**config.mk**
```make
export PLATFORM = sky130hd
export DESIGN_NAME = rv_cell_v3
export DESIGN_NICKNAME = d
export VERILOG_FILES = /design/src/rtl/rv_cell_v3.sv
export SDC_FILE = /design/constraint.sdc
export NUM_CORES = 2
export LEC_CHECK = 0
export BUFFER_PORTS_ARGS = -buffer_cell sky130_fd_sc_hd__buf_2
export CORE_AREA = 2 2 492 494
export CTS_BUF_LIST = sky130_fd_sc_hd__clkbuf_4
export DETAILED_ROUTE_END_ITERATION = 12
export DIE_AREA = 0 0 494 496
export GPL_TIMING_DRIVEN = 0
export PLACE_DENSITY = 0.4
export REMOVE_ABC_BUFFERS = 1
export SLEW_MARGIN = 10
export SYNTH_ARGS = -nofsm -noshare
export SYNTH_HDL_FRONTEND = slang
export SYNTH_SLANG_ARGS = --single-unit
```
**constraint.sdc**
```tcl
create_clock -name clk -period 37.8 [get_ports clk]
set_input_delay 3.78 -clock clk [delete_from_list [all_inputs] [get_ports clk]]
set_output_delay 3.78 -clock clk [all_outputs]
set_load 0.005 [all_outputs]
```
**src/rtl/rv_cell_v3.sv**
```systemverilog
// RootVoter cell v3: collects up to NUM_SETS datasets under a timeout, compares them
// pairwise one pair per cycle and reports the majority value with failure/timeout vectors.
`timescale 1ns/1ps
module rv_cell_v3 #(
  parameter int DATA_WIDTH = 64,
  parameter int NUM_SETS   = 16,
  parameter int TMO_WIDTH  = 32,
  parameter int CW         = $clog2(NUM_SETS + 1)
) (
  input  logic                           clk,
  input  logic                           reset,
  input  logic                           start,
  input  logic                           abort,
  input  logic                           ack,
  input  logic [CW-1:0]                  used_sets,
  input  logic [CW-1:0]                  min_sets,
  input  logic [TMO_WIDTH-1:0]           timeout_cycles,
  input  logic [NUM_SETS*DATA_WIDTH-1:0] sets,
  input  logic [NUM_SETS-1:0]            valid,
  output logic                           busy,
  output logic                           ready,
  output logic                           cfg_err,
  output logic                           vote_ok,
  output logic [DATA_WIDTH-1:0]          voted_data,
  output logic [CW-1:0]                  voted_idx,
  output logic [NUM_SETS*CW-1:0]         match_cnt,
  output logic [NUM_SETS-1:0]            failvec,
  output logic [NUM_SETS-1:0]            timeout_vec,
  output logic [2:0]                     dbg_state
);
  localparam int IW = (NUM_SETS > 1) ? $clog2(NUM_SETS) : 1;
  localparam logic [CW-1:0] NS_C = CW'(NUM_SETS);

  typedef enum logic [2:0] {
    S_IDLE   = 3'd0,
    S_WAIT   = 3'd1,
    S_VOTE   = 3'd2,
    S_SELECT = 3'd3,
    S_DONE   = 3'd4
  } state_e;

  state_e                  state_q, state_d;
  logic                    cfg_err_q, cfg_err_d;
  logic                    vote_ok_q, vote_ok_d;
  logic [DATA_WIDTH-1:0]   data_q, data_d;
  logic [CW-1:0]           idx_q, idx_d;
  logic [CW-1:0]           cnt_q [NUM_SETS];
  logic [CW-1:0]           cnt_d [NUM_SETS];
  logic [NUM_SETS-1:0]     fail_q, fail_d;
  logic [NUM_SETS-1:0]     tvec_q, tvec_d;
  logic [NUM_SETS-1:0]     part_q, part_d;
  logic [CW-1:0]           used_q, used_d;
  logic [CW-1:0]           min_q, min_d;
  logic [CW-1:0]           i_q, i_d;
  logic [CW-1:0]           j_q, j_d;
  logic [TMO_WIDTH-1:0]    tmo_q, tmo_d;

  logic [DATA_WIDTH-1:0]   set_arr [NUM_SETS];
  logic [NUM_SETS-1:0]     mask, vmask;
  logic [IW-1:0]           ii, jj;
  logic                    cfg_ok, last_pair, pair_match, clear_res;
  logic                    best_found;
  logic [CW-1:0]           best_cnt, best_idx, sat;

  function automatic logic [CW-1:0] popcnt(input logic [NUM_SETS-1:0] v);
    logic [CW-1:0] c;
    c = '0;
    for (int k = 0; k < NUM_SETS; k++) c = c + CW'(v[k]);
    return c;
  endfunction

  always_comb begin
    for (int k = 0; k < NUM_SETS; k++) begin
      set_arr[k] = sets[k*DATA_WIDTH +: DATA_WIDTH];
      mask[k]    = (CW'(k) < used_q);
    end
  end

  assign vmask      = valid & mask;
  assign ii         = i_q[IW-1:0];
  assign jj         = j_q[IW-1:0];
  assign sat        = used_q - CW'(1);
  assign last_pair  = (i_q == used_q - CW'(2)) && (j_q == used_q - CW'(1));
  assign pair_match = part_q[ii] && part_q[jj] && (set_arr[ii] == set_arr[jj]);
  assign cfg_ok     = (used_sets >= CW'(2)) && (used_sets <= NS_C) &&
                      (min_sets != '0) && (min_sets <= used_sets);

  // Highest match count among participants; strict '>' keeps the lowest index on ties.
  always_comb begin
    best_found = 1'b0;
    best_cnt   = '0;
    best_idx   = '0;
    for (int k = 0; k < NUM_SETS; k++) begin
      if (part_q[k] && (!best_found || cnt_q[k] > best_cnt)) begin
        best_found = 1'b1;
        best_cnt   = cnt_q[k];
        best_idx   = CW'(k);
      end
    end
  end

  always_comb begin
    state_d   = state_q;
    cfg_err_d = cfg_err_q;
    vote_ok_d = vote_ok_q;
    data_d    = data_q;
    idx_d     = idx_q;
    cnt_d     = cnt_q;
    fail_d    = fail_q;
    tvec_d    = tvec_q;
    part_d    = part_q;
    used_d    = used_q;
    min_d     = min_q;
    i_d       = i_q;
    j_d       = j_q;
    tmo_d     = tmo_q;
    clear_res = 1'b0;

    unique case (state_q)
      S_IDLE: begin
        if (start) begin
          if (cfg_ok) begin
            state_d   = S_WAIT;
            cfg_err_d = 1'b0;
            clear_res = 1'b1;
            part_d    = '0;
            used_d    = used_sets;
            min_d     = min_sets;
            tmo_d     = timeout_cycles;
          end else begin
            cfg_err_d = 1'b1;
          end
        end
      end
      S_WAIT: begin
        if (popcnt(vmask) == used_q) begin
          part_d  = vmask;
          state_d = S_VOTE;
          i_d     = '0;
          j_d     = CW'(1);
        end else if (tmo_q == '0) begin
          tvec_d = ~valid & mask;
          part_d = vmask;
          if (popcnt(vmask) >= min_q) begin
            state_d = S_VOTE;
            i_d     = '0;
            j_d     = CW'(1);
          end else begin
            state_d   = S_DONE;
            vote_ok_d = 1'b0;
            fail_d    = '0;
          end
        end else begin
          tmo_d = tmo_q - TMO_WIDTH'(1);
        end
      end
      S_VOTE: begin
        if (pair_match) begin
          if (cnt_q[ii] != sat) cnt_d[ii] = cnt_q[ii] + CW'(1);
          if (cnt_q[jj] != sat) cnt_d[jj] = cnt_q[jj] + CW'(1);
        end
        if (last_pair) begin
          state_d = S_SELECT;
        end else if (j_q == used_q - CW'(1)) begin
          i_d = i_q + CW'(1);
          j_d = i_q + CW'(2);
        end else begin
          j_d = j_q + CW'(1);
        end
      end
      S_SELECT: begin
        idx_d     = best_idx;
        data_d    = set_arr[best_idx[IW-1:0]];
        vote_ok_d = ((best_cnt + CW'(1)) >= min_q);
        for (int k = 0; k < NUM_SETS; k++)
          fail_d[k] = part_q[k] && ((cnt_q[k] + CW'(1)) < min_q);
        state_d = S_DONE;
      end
      S_DONE: begin
        if (ack) state_d = S_IDLE;
      end
      default: state_d = S_IDLE;
    endcase

    if (abort && state_q != S_IDLE) begin
      state_d   = S_IDLE;
      clear_res = 1'b1;
    end

    if (clear_res) begin
      vote_ok_d = 1'b0;
      data_d    = '0;
      idx_d     = '0;
      fail_d    = '0;
      tvec_d    = '0;
      for (int k = 0; k < NUM_SETS; k++) cnt_d[k] = '0;
    end
  end

  always_ff @(posedge clk) begin
    if (reset) begin
      state_q   <= S_IDLE;
      cfg_err_q <= 1'b0;
      vote_ok_q <= 1'b0;
      data_q    <= '0;
      idx_q     <= '0;
      fail_q    <= '0;
      tvec_q    <= '0;
      part_q    <= '0;
      used_q    <= '0;
      min_q     <= '0;
      i_q       <= '0;
      j_q       <= '0;
      tmo_q     <= '0;
      for (int k = 0; k < NUM_SETS; k++) cnt_q[k] <= '0;
    end else begin
      state_q   <= state_d;
      cfg_err_q <= cfg_err_d;
      vote_ok_q <= vote_ok_d;
      data_q    <= data_d;
      idx_q     <= idx_d;
      fail_q    <= fail_d;
      tvec_q    <= tvec_d;
      part_q    <= part_d;
      used_q    <= used_d;
      min_q     <= min_d;
      i_q       <= i_d;
      j_q       <= j_d;
      tmo_q     <= tmo_d;
      for (int k = 0; k < NUM_SETS; k++) cnt_q[k] <= cnt_d[k];
    end
  end

  always_comb begin
    for (int k = 0; k < NUM_SETS; k++) match_cnt[k*CW +: CW] = cnt_q[k];
  end

  assign busy        = (state_q == S_WAIT) || (state_q == S_VOTE) || (state_q == S_SELECT);
  assign ready       = (state_q == S_DONE);
  assign cfg_err     = cfg_err_q;
  assign vote_ok     = vote_ok_q;
  assign voted_data  = data_q;
  assign voted_idx   = idx_q;
  assign failvec     = fail_q;
  assign timeout_vec = tvec_q;
  assign dbg_state   = state_q;
endmodule

```
* Yosys cells after proc, flatten, opt, wreduce, memory -nomap -nowiden
Cells that the tools add are included.
Word-level totals: output and inout bits 188, word-level logic and storage cells 366, bits in registers 254
Operators by class: bitwise logic cells 7, reductions and logical operators 91, equal/unequal tests 22, mux-type cells 118, add/sub/neg operators 40, magnitude comparators 59
Operators by type and width (number):
- 64-bit binary-select mux with 4-bit select | 3
- 64-bit 2-to-1 mux | 6
- 80-bit 2-to-1 mux | 4
- 5-bit 2-to-1 mux | 46
- 80-bit bitwise mux | 2
- 32-bit 2-to-1 mux | 4
- 16-bit 2-to-1 mux | 7
- 5-bit by 1-bit adder with 5-bit output, second input constant | 21
- 5-bit less-than comparator | 16
- 5-bit greater-than comparator | 15
- 64-bit == test | 1
- 16-bit one-hot mux with 2 select lines | 2
- 32-bit one-hot mux with 2 select lines | 1
- 5-bit by 1-bit adder with 5-bit output | 11
- 5-bit binary-select mux with 4-bit select | 2
- 5-bit demux with 4-bit select | 2
- 1-bit logical AND | 40
- 4-bit by 5-bit less-than comparator with 1-bit output, first input constant | 8
- 16-bit AND | 2
- 32-bit logical NOT | 1
- 32-bit by 1-bit subtractor with 32-bit output, second input constant | 1
- 1-bit 2-to-1 mux | 26
- 3-bit 2-to-1 mux | 7
- 3-bit by 5-bit less-than comparator with 1-bit output, first input constant | 4
- other kinds (41) | 105

* Logic depth before layout (Yosys ltp)
depth after elaboration 65, gate-level depth with buffers 161, depth with buffers taken out 150

* Worst setup path before layout
OpenSTA, ideal clock, no wires.
kind flip-flop to flip-flop, from reg part_q[0], to reg vote_ok_q, in the netlist vote_ok, cell stages (with the launch flop) 150, arrival 25.751 ns, library setup time 0.128 ns, slack 11.921 ns, path through dfxtp_1 -> buf_4 -> clkbuf_1 -> nand2_1 -> ha_1 -> nand2b_1 -> a211o_1 -> a31o_2 -> buf_2 -> o22ai_1 -> inv_1 -> ha_1 -> nand3_1 -> o21bai_1 -> a31oi_4 -> mux2i_1 -> ha_1 -> and3_1 -> [... 114 more ...] -> nor2b_1 -> o21a_1 -> o21ai_0 -> nand2b_1 -> a21oi_1 -> a31oi_1 -> o21ai_0 -> mux2_2 -> ha_1 -> xor2_1 -> ha_1 -> nor2b_1 -> o21ai_0 -> nand2b_1 -> a21oi_1 -> nor2_1 -> a21oi_1 -> nor2_1
Between the ends: cells in the longest elaborated chain, start to end 64, elaborated cells on any way between the ends 94
Ends and longest elaborated chain:
- start: declaration | line 51 | logic [NUM_SETS-1:0] part_q, part_d;
- start signal: assignment | line 224 | part_q <= part_d;
- 5-bit 2-to-1 mux or 1-bit 2-to-1 mux (tied branches) | line 94 | if (part_q[k] && (!best_found || cnt_q[k] > best_cnt)) begin
- 5-bit greater-than comparator or 1-bit logical NOT (tied branches) | line 94
- 1-bit logical OR | line 94
- 1-bit logical AND | line 94
- 5-bit 2-to-1 mux or 1-bit 2-to-1 mux (tied branches) | line 94
- 5-bit greater-than comparator or 1-bit logical NOT (tied branches) | line 94
- 1-bit logical OR | line 94
- 1-bit logical AND | line 94
- [... 48 more ...]
- 5-bit 2-to-1 mux or 1-bit 2-to-1 mux (tied branches) | line 94
- 5-bit greater-than comparator or 1-bit logical NOT (tied branches) | line 94
- 1-bit logical OR | line 94
- 1-bit logical AND | line 94
- 5-bit 2-to-1 mux (*) | line 94
- 5-bit by 1-bit adder with 5-bit output (*) | line 174 | vote_ok_d = ((best_cnt + CW'(1)) >= min_q);
- 5-bit greater-or-equal comparator (*) | line 174
- 1-bit one-hot mux with 2 select lines (*) | line 119 | unique case (state_q)
- end signal: assignment | line 219 | vote_ok_q <= vote_ok_d;
- end: declaration | line 44 | logic vote_ok_q, vote_ok_d;
Mark *: on every way between the ends. The rest lies on a longest branch, timed or not. A chain may end at the register's enable or synchronous reset.

* Worst setup path after layout
from reg part_q[0], to reg data_q[15], in the netlist voted_data[15]
Between the ends: cells in the longest elaborated chain, start to end 65, elaborated cells on any way between the ends 109
Ends and longest elaborated chain:
- 5-bit 2-to-1 mux or 1-bit 2-to-1 mux (tied branches) | line 94
- 5-bit greater-than comparator or 1-bit logical NOT (tied branches) | line 94
- 1-bit logical OR | line 94
- 1-bit logical AND | line 94
- 5-bit 2-to-1 mux or 1-bit 2-to-1 mux (tied branches) | line 94
- 5-bit greater-than comparator or 1-bit logical NOT (tied branches) | line 94
- 1-bit logical OR | line 94
- 1-bit logical AND | line 94
- [... 48 more ...]
- 5-bit 2-to-1 mux or 1-bit 2-to-1 mux (tied branches) | line 94
- 5-bit greater-than comparator or 1-bit logical NOT (tied branches) | line 94
- 1-bit logical OR | line 94
- 1-bit logical AND | line 94
- 5-bit 2-to-1 mux (*) | line 94
- 4-bit inverter with 5-bit output (not written as such) (*) | line 173 | data_d = set_arr[best_idx[IW-1:0]];
- 64-bit binary-select mux with 4-bit select (*) | line 173
- 64-bit 2-to-1 mux (not written as such) (*) (2 in series) | line 173
- end signal: assignment | line 220 | data_q <= data_d;
- end: declaration | line 45 | logic [DATA_WIDTH-1:0] data_q, data_d;
Mark *: on every way between the ends. The rest lies on a longest branch, timed or not. The select of a mux whose other input is x is not followed.

==> parameters.txt <==
Parameter                              Value

Synth
  Most frequently used flop master after synthesis ... dfxtp_1
  Number of enable flip-flop cells after synthesis ... 0
  #FFs+latches synth ... 253
  Seq/Total Area, Yosys ... 11.53%
  Yosys Warn Count ... 0
  Mapped Area ... 43940 sq um
  Count of mapped cells out of synthesis ... 4916
  Yosys top cell by area ... mux4_2
  Area share of the largest cell type after synthesis ... 35.88%
  Ranking of synthesized cells by area ... mux4_2 36%, dfxtp_1 12%, nand2_1 7.6%
  Post-synthesis area per instance ... 8.937 sq um
  Asr flop ratio synth ... 0%
  Count of different cell masters after synthesis ... 97

Min path
  Hold Path Class ... register to register
  WHS Path Cells ... 2
  Launch instance of the worst min-delay path ... failvec[12]$_SDFFE_PP0P_
  End point of the most critical hold path ... failvec[12]$_SDFFE_PP0P_

Detailed routing
  Number of DRC violations after detailed routing ... 0
  Via total after detailed routing ... 51200
  Number of vias per cell ... 5.400
  Violation count after the first detailed-route iteration ... 6017
  Routed length per instance ... 32.99 microns
  Detailed-route wire length ... 312800 microns
  Pre-antenna DRT Iters ... 8
  Number of nets with antenna violations after detailed routing ... 0

Setup path
  Cell with the biggest individual delay on the critical path ... dfxtp_1
  Max Fanout on Critical Path ... 21
  Kind of capture point of the worst setup path ... register
  Data arrival time of the critical path ... 34.43 ns
  CP peak stage delay ... 1.06 ns
  Reg2reg path depth ... 135
  Register-to-register path setup slack ... 4.35 ns
  Type of the worst setup path ... register to register
  Terminus of the critical flop-to-flop path ... voted_data[15]$_SDFFE_PP0P_
  Reg-to-reg startpoint ... part_q[0]$_SDFFE_PP0P_
  Worst endpoint required time ... 38.77 ns
  Most used cell along the critical path ... ha_1
  Type of element launching the critical path ... register

Timing
  Final hold vios ... 0
  Highest clock rate ... 0.02989 GHz
  Setup Total Neg Slack ... 0 ns
  Final worst clock skew ... 0.1880 ns
  Worst slew margin relative to its limit ... 12.24%
  Setup repair after global routing missed its margin ... false
  Tightest Pin Transition ... 1.306 ns
  Ratio of final minimum period to clock period ... 88.50%
  Final setup viols ... 0
  Minimum clock period ... 33.45 ns
  Fin. max-slew vios ... 0

Global route
  Wire length of the first global-routing pass ... 413800 microns
  Number of global-route vias before repair ... 47270
  Total routing resource utilization after global routing ... 24.23%
  GRT overflow ... 0
  Initial antenna violation count ... 239
  Pin count of the biggest net entering global routing ... 71

Floorplanning
  Core area ... 239600 sq um
  Full die area ... 245000 sq um
  Std-Cell Rows ... 180
  Initial Utilization ... 18.33%
  I/O pin cnt ... 1275
  Die Width ... 494 microns
  Die Y-Extent ... 496 microns

Power
  Net Sw Frac ... 43.68%
  Comb power frac ... 48.4%
  Internal power consumption ... 0.7229 mW
  Psw ... 0.5608 mW
  Power share of the sequential group ... 22.9%
  Peak ir drop on the vdd network ... 0.00002071 V
  Clock network fraction of total power ... 28.7%
  Power Density ... 22.28 nW/um^2
  Pleak ... 22.30 nW

Clocking
  CTS HTree Levels ... 3
  TritonCTS clock tree ... done
  Root cell of the clock tree ... clkbuf_4
  Number of buffers created by CTS ... 97
  Clock network latency to the later pin of the worst-skew pair ... 1.22 ns
  Resized cells post-CTS ... 0
  Clock sink total ... 253
  Clock-pin slew of the registers on the worst-case setup and hold paths ... 0.06 ns
  Count of hold buffers inserted by post-cts repair ... 0
  Setup Buffers After CTS ... 0
  Worst-case clock buffer depth ... 3

Status
  Outcome ... complete, no violations

Place
  Total half-perimeter wirelength after legalization and detailed placement ... 253300 microns
  Routability cong. ... 0.9309
  Count of input and output buffers ... 1273
  Placed Area ... 55770 sq um

Cells and area
  Layout net count ... 7260
  Finished Core Util ... 24.04%
  Fraction of layout cells with a size suffix above 1 ... 39.50%
  Final std cell area, no fill ... 57610 sq um
  Relative area change from synthesis to final layout ... 31.11%

Flow run
  Maximum Capacitance Violations ... 0
-- placed cells by master, fill, tap and decap left out, types with 42 or more instances in the layout --
cell type	netlist	routed
mux2i_1	194	193
nor3_1	62	62
a211oi_1	58	58
inv_1	103	99
nor2_1	278	271
o21ai_1	45	44
a32oi_1	53	53
xor2_1	72	68
o21ai_0	119	119
buf_2	75	1272
clkbuf_4	0	136
xnor2_1	94	91
ha_1	187	187
nand2_1	890	890
a22oi_1	93	93
nand3_1	363	362
buf_16	0	68
buf_12	0	42
diode_2	0	249
a21oi_1	274	274
nand4_1	63	63
mux4_2	700	700
dfxtp_1	253	244
a31oi_1	79	79
nor2b_1	83	82
-- how the worst max path moves through the flow --
stage / from / end / slack [ns] / cells past startpoint
2_1_floorplan: part_q[0]$_SDFFE_PP0P_ / voted_data[8]$_SDFFE_PP0P_ / 5.51 / 132
3_3_place_gp: part_q[0]$_SDFFE_PP0P_ / voted_data[57]$_SDFFE_PP0P_ / -20.49 / 129
3_5_place_dp: part_q[0]$_SDFFE_PP0P_ / voted_data[15]$_SDFFE_PP0P_ / 4.98 / 133
4_1_cts: part_q[0]$_SDFFE_PP0P_ / voted_data[15]$_SDFFE_PP0P_ / 4.89 / 133
5_1_grt: part_q[0]$_SDFFE_PP0P_ / voted_data[15]$_SDFFE_PP0P_ / 1.77 / 135
6_report: part_q[0]$_SDFFE_PP0P_ / voted_data[15]$_SDFFE_PP0P_ / 4.35 / 135
-- critical path: cells and delay by family (launching register included) --
family	cells	cell delay, ns
AO/OA/AOI/OAI	54	14.23
adder cells (fa/ha/maj)	15	4.33
buffers and inverters	15	1.95
flip-flops	1	1.06
multiplexers	9	3.12
AND/OR/NAND/NOR	42	8.49
-- power by group through the flow --
stage	registers (mW)	clock network (mW)	logic, mW
5_1_grt	0.296	0.397	0.657
3_5_place_dp	0.300	0	0.611
2_1_floorplan	0.324	0	0.413
4_1_cts	0.294	0.391	0.614
6_report	0.294	0.368	0.621
3_3_place_gp	0.362	0	0.729
-- state kept, by name (all words and copies together) (netlist names) --
register     flops
used_q           5
j_q              5
timeout_vec     16
cfg_err          1
tmo_q           32
vote_ok          1
min_q            5
voted_idx        4
i_q              5
part_q          16
failvec         16
voted_data      64
dbg_state        3
match_cnt       80
-- cell usage after synthesis (83+ instances only) --
| master | n |
|---|---|
| dfxtp_1 | 253 |
| a21oi_1 | 274 |
| o21ai_0 | 119 |
| mux2i_1 | 194 |
| a22oi_1 | 93 |
| inv_1 | 103 |
| xnor2_1 | 94 |
| mux4_2 | 700 |
| nand2_1 | 890 |
| nor2b_1 | 83 |
| ha_1 | 187 |
| nand3_1 | 363 |
| nor2_1 | 278 |
| clkbuf_1 | 287 |
-- final cells by class --
| type | count | area [sq um] |
|---|---|---|
| Fill cell | 26300 | 182000 |
| Sequential cell | 253 | 5096 |
| Multi-Input combinational cell | 4105 | 36770 |
| Inverter | 103 | 386.6 |
| Clock buffer | 136 | 1021 |
| Tap cell | 3185 | 3985 |
| Timing Repair Buffer | 1416 | 9529 |
| Antenna cell | 249 | 623.1 |
| Clock inverter | 35 | 193.9 |
-- kinds of logic after synthesis --
group / Yosys count / share of synthesized area [%]
mux: 940 / 41.50
fa+ha+maj: 198 / 5.804
simple gates: 1911 / 19.68
compound gates: 889 / 13.00
flops: 253 / 11.53
other cells: 1 / 0.008535
xor+xnor: 166 / 3.309
buf+inv: 558 / 5.169
-- layer usage --
layer	vias up	GRT usage (%)	share of wire (%)
met2	3243	36.05	44
li1	21450	-	-
met4	108	13.32	5.8
met1	25680	30.08	39
met3	718	9.038	12
met5	-	0.5405	0.23
-- metrics by stage --
stage	setup WS [ns]	total power, mW	hold WS, ns	instances
floorplan	5.510	0.7371	0.4303	4461
global placement	-20.49	1.091	0.4339	8919
detailed placement	4.977	0.9107	0.4416	9062
CTS	4.890	1.299	0.4508	9233
global route	1.772	1.349	0.4701	9394
finish	4.346	1.284	0.4491	9482
Power figures use the tool's default switching activity.
